--- src/rtl/shift_sequencer.sv ---
// Multi-step shift controller in front of a combinational single-step 4-bit shifter.
// Each SHIFT cycle feeds the operand register to the shifter and reloads it with the result.
module shift_sequencer #(
    parameter int WIDTH = 4,
    parameter int AMT_W = 3
) (
    input  logic             clk,
    input  logic             rst_n,
    input  logic             in_valid,
    output logic             in_ready,
    input  logic [WIDTH-1:0] in_data,
    input  logic             in_dir,
    input  logic [AMT_W-1:0] in_amt,
    output logic [WIDTH-1:0] sh_a,
    output logic             sh_c,
    output logic             sh_e,
    input  logic [WIDTH-1:0] sh_s,
    output logic             out_valid,
    input  logic             out_ready,
    output logic [WIDTH-1:0] out_data,
    output logic             out_zero,
    output logic             out_carry
);

    typedef enum logic [1:0] {IDLE, SHIFT, DONE} state_t;

    state_t           state_q, state_d;
    logic [WIDTH-1:0] opnd_q, opnd_d;
    logic             dir_q, dir_d;
    logic [AMT_W-1:0] cnt_q, cnt_d;
    logic             carry_q, carry_d;
    logic             zero_q, zero_d;

    always_ff @(posedge clk or negedge rst_n) begin
        if (!rst_n) begin
            state_q <= IDLE;
            opnd_q  <= '0;
            dir_q   <= 1'b0;
            cnt_q   <= '0;
            carry_q <= 1'b0;
            zero_q  <= 1'b0;
        end else begin
            state_q <= state_d;
            opnd_q  <= opnd_d;
            dir_q   <= dir_d;
            cnt_q   <= cnt_d;
            carry_q <= carry_d;
            zero_q  <= zero_d;
        end
    end

    always_comb begin
        state_d   = state_q;
        opnd_d    = opnd_q;
        dir_d     = dir_q;
        cnt_d     = cnt_q;
        carry_d   = carry_q;
        in_ready  = 1'b0;
        out_valid = 1'b0;
        sh_e      = 1'b0;
        case (state_q)
            IDLE: begin
                in_ready = 1'b1;
                if (in_valid) begin
                    opnd_d  = in_data;
                    dir_d   = in_dir;
                    cnt_d   = in_amt;
                    carry_d = 1'b0;
                    state_d = (in_amt != '0) ? SHIFT : DONE;
                end
            end
            SHIFT: begin
                sh_e    = 1'b1;
                opnd_d  = sh_s;
                // the bit falling off the end this step becomes the carry
                carry_d = dir_q ? opnd_q[0] : opnd_q[WIDTH-1];
                cnt_d   = cnt_q - AMT_W'(1);
                if (cnt_q == AMT_W'(1)) state_d = DONE;
            end
            DONE: begin
                out_valid = 1'b1;
                if (out_ready) state_d = IDLE;
            end
            default: state_d = IDLE;
        endcase
        // zero flag tracks the operand register so it is stable with out_data
        zero_d = (opnd_d == '0);
    end

    assign sh_a      = opnd_q;
    assign sh_c      = dir_q;
    assign out_data  = opnd_q;
    assign out_zero  = zero_q;
    assign out_carry = carry_q;

endmodule

--- config.mk ---
export PLATFORM = sky130hd
export DESIGN_NAME = shift_sequencer
export DESIGN_NICKNAME = d
export VERILOG_FILES = /design/src/rtl/shift_sequencer.sv
export SDC_FILE = /design/constraint.sdc
export NUM_CORES = 1
export LEC_CHECK = 0
export BUFFER_PORTS_ARGS = -buffer_cell sky130_fd_sc_hd__buf_2
export CORE_MARGIN = 2
export CORE_UTILIZATION = 35
export DETAILED_ROUTE_END_ITERATION = 8
export GPL_TIMING_DRIVEN = 0
export SLEW_MARGIN = 20
export SYNTH_ARGS = -nofsm -noshare
export SYNTH_HDL_FRONTEND = slang
export SYNTH_SLANG_ARGS = --single-unit
--- constraint.sdc ---
create_clock -name clk -period 1.64 [get_ports clk]
set_input_delay 0.164 -clock clk [delete_from_list [all_inputs] [get_ports clk]]
set_output_delay 0.164 -clock clk [all_outputs]
set_load 0.02 [all_outputs]
==> metrics.csv <==
stage;metric;value;unit
sta;rsz0062_at_grt;no;
finish;nets;112;
sta;worst_pin_slew;373;ps
cts;cts_sinks;12;
sta;maxSlewViolCount;0;
detailed_routing;post_drt_wl_per_cell;12.0;um
worst_setup_path;cp_data_required_time;1830;ps
sta;setup_ws;133;ps
power;irDropWorstVdd;0.000864;V
synth;async_flop_share;1.00;
worst_setup_path;critPathMaxFanout;10;
detailed_routing;dr_wl_met2;611;um
worst_setup_path;worstSetupPathType;reg2reg;
cts;clock_path_buffers;2;
worst_setup_path;cp-start-kind;flop;
cts;clock_latency;270;ps
worst_setup_path;startpoint;state_q[1]$_DFFE_PN0P_;
synth;synth.area.top_cells;dfrtp_1, o221a_2, or4b_1;
placed_design;pre_cts_slack;146;ps
sta;fmax;0.664;GHz
synth;synth-simple-area-share;0.146;
floorplanning;start_util;0.378;
synth;ys_ff_latch;12;
placed_design;gp_congestion;0.702;
cts;cts_hold_buffers;1;
worst_setup_path;worstRegToRegCells;4;
finish;area_delta_synth_final;33.7;%
detailed_routing;ant_nets;0;
placed_design;portBuffers;29;
detailed_routing;firstDrtPassIters;4;
grt;grt-ovfl-total;0;
finish;stdcell_count;118;
synth;netlist_area;661;um2
floorplanning;pin_count;30;
worst_setup_path;crit_path_end;out_zero$_DFF_PN0_;
detailed_routing;wl_met1;677;um
cts;clockRootBuffer;clkbuf_4;
sta;finClkSkew;1.94;ps
grt;antenna_found_initial;0;
finish;num_antenna_cells;0;
grt;grt_pass1_wl;2.11;mm
placed_design;numPlacedInstances;113;
run;cap_violations;0;
finish;final_cell_mix;buf_2, dfrtp_1, inv_1;
sta;period_needed;1510;ps
synth;synthAdderAreaFrac;0.0379;
cts;numCtsBuffers;3;
cts;post_cts_resized;0;
sta;finalSetupTns;0;ps
synth;synth_compound_area_frac;0.210;
synth;synth.distinct_cells;25;
sta;slew_headroom;0.751;
synth;seq_area_frac_synth;0.455;
power;power.total;1900;uW
floorplanning;core-area;1750;um2
detailed_routing;first_iter_violations;17;
detailed_routing;wirelength;1.41;mm
synth;synth_xor_area_frac;0;
finish;fillCellCount;184;
worst_setup_path;rrSetupSlack;130;ps
sta;finalSetupViolations;0;
detailed_routing;drc;0;
cts;cts.clk_slew.worst_paths;80;ps
synth;synth_edf_count;0;
grt;grt_max_degree;13;
status;outcome;finished clean;
synth;synth_mux_area_frac;0.0322;
detailed_routing;top_layer;met3;
finish;drive_gt1_frac;0.484;
cts;cts_tree;yes;
cts;post_cts_buffers;0;
floorplanning;die_w;47.4;um
power;power_density;2150;nW/um2
min_path;hold_class;in2reg;
synth;synth_nets;77;
detailed_routing;drt-vias-per-instance;4.82;
synth;synth_flop_cell;dfrtp_1;
synth;avgSynthCellArea;11.2;um2
detailed_routing;via_count;569;
placed_design;placed_cell_area;837;um2
synth;yosys_warnings;0;
synth;yosysTopAreaCellShare;0.455;
worst_setup_path;worstSetupEndpointType;flop;
synth;netlist_instances;59;
worst_setup_path;r2r_start;state_q[1]$_DFFE_PN0P_;
power;p_leak;0.000439;uW
finish;fin_area;883;um2
sta;hold_viol;0;
worst_setup_path;r2r_end;out_zero$_DFF_PN0_;
grt;first_global_vias;469;
synth;synth.largest_area_cell;dfrtp_1;
grt;grt_use_total;0.137;
floorplanning;dieArea;2250;um2
synth;synth_top_family_by_area;compound AO/OA/AOI/OAI gates;
cts;cts_htree_levels;1;
floorplanning;die_h;47.4;um
finish;mostFrequentLayoutCell;buf_2;
sta;final.period_utilization;0.919;
detailed_routing;wl_met3;122;um
floorplanning;rows;15;
worst_setup_path;critical_path_arrival;1690;ps
## worst min path at each step
stage | to | start | slack [ps] | cells after the start
finish | sh_c$_DFFE_PN0P_ | in_dir | 120 | 2
global route | sh_c$_DFFE_PN0P_ | in_dir | 120 | 2
CTS | sh_c$_DFFE_PN0P_ | in_dir | 120 | 2
detailed placement | out_data[2]$_DFF_PN0_ | rst_n | 60 | 1
global placement | out_data[2]$_DFF_PN0_ | rst_n | 60 | 1
floorplan | cnt_q[0]$_DFFE_PN0P_ | rst_n | -130 | 0
## sequential cells by signal, indices dropped and copies added (netlist names)
| register | flops |
|---|---|
| state_q | 2 |
| sh_c | 1 |
| out_data | 4 |
| cnt_q | 3 |
| out_carry | 1 |
| out_zero | 1 |
## worst max-delay path: stages (launching register included)
cell,delay [ps]
dfrtp_1,420
buf_6,150
or4b_1,510
o221a_2,150
nor4_2,200
## synth_stat cells (all sizes together), types with 2 or more instances
cell type   n
dfrtp      12
buf         6
inv         6
o221a       4
or4b        4
nand2b      3
o22ai       3
a32oi       2
ha          2
nor2b       2
o21ai       2
## power by group
group | switching, uW | leakage [uW] | total [uW] | internal, uW
registers | 103 | 0.000144 | 543 | 440
logic | 617 | 0.000274 | 1110 | 496
clock network | 104 | 0.0000210 | 239 | 135
total | 824 | 0.000439 | 1900 | 1070
## cells by family after synthesis
logic type / count (synthesis)
buffers and inverters: 13
adder cells (fa/ha/maj): 2
AND/OR/NAND/NOR: 13
multiplexers: 2
AO/OA/AOI/OAI: 17
flip-flops: 12
## per-stage QoR
stage | util | hold WS (ps)
floorplan | - | -132
global placement | 0.480 | 58.0
detailed placement | 0.480 | 60.1
CTS | 0.506 | 121
global route | 0.506 | 125
finish | 0.506 | 125
## layer usage
layer  up-vias  GRT usage
li1        284          -
met1       260      0.200
met2        25      0.186
met3         0     0.0377
met4         0     0.0667
met5         -          0
## final cells by class
class                           instances  area, um2  area share
Buffer                                  7       56.3      0.0637
Clock buffer                            4       36.3      0.0411
Inverter                                6       22.5      0.0255
Multi-Input combinational cell         34        282       0.319
Sequential cell                        12        300       0.340
Tap cell                               25       31.3      0.0354
Timing Repair Buffer                   30        155       0.176
Note: power is estimated with default switching activity, not from simulation.
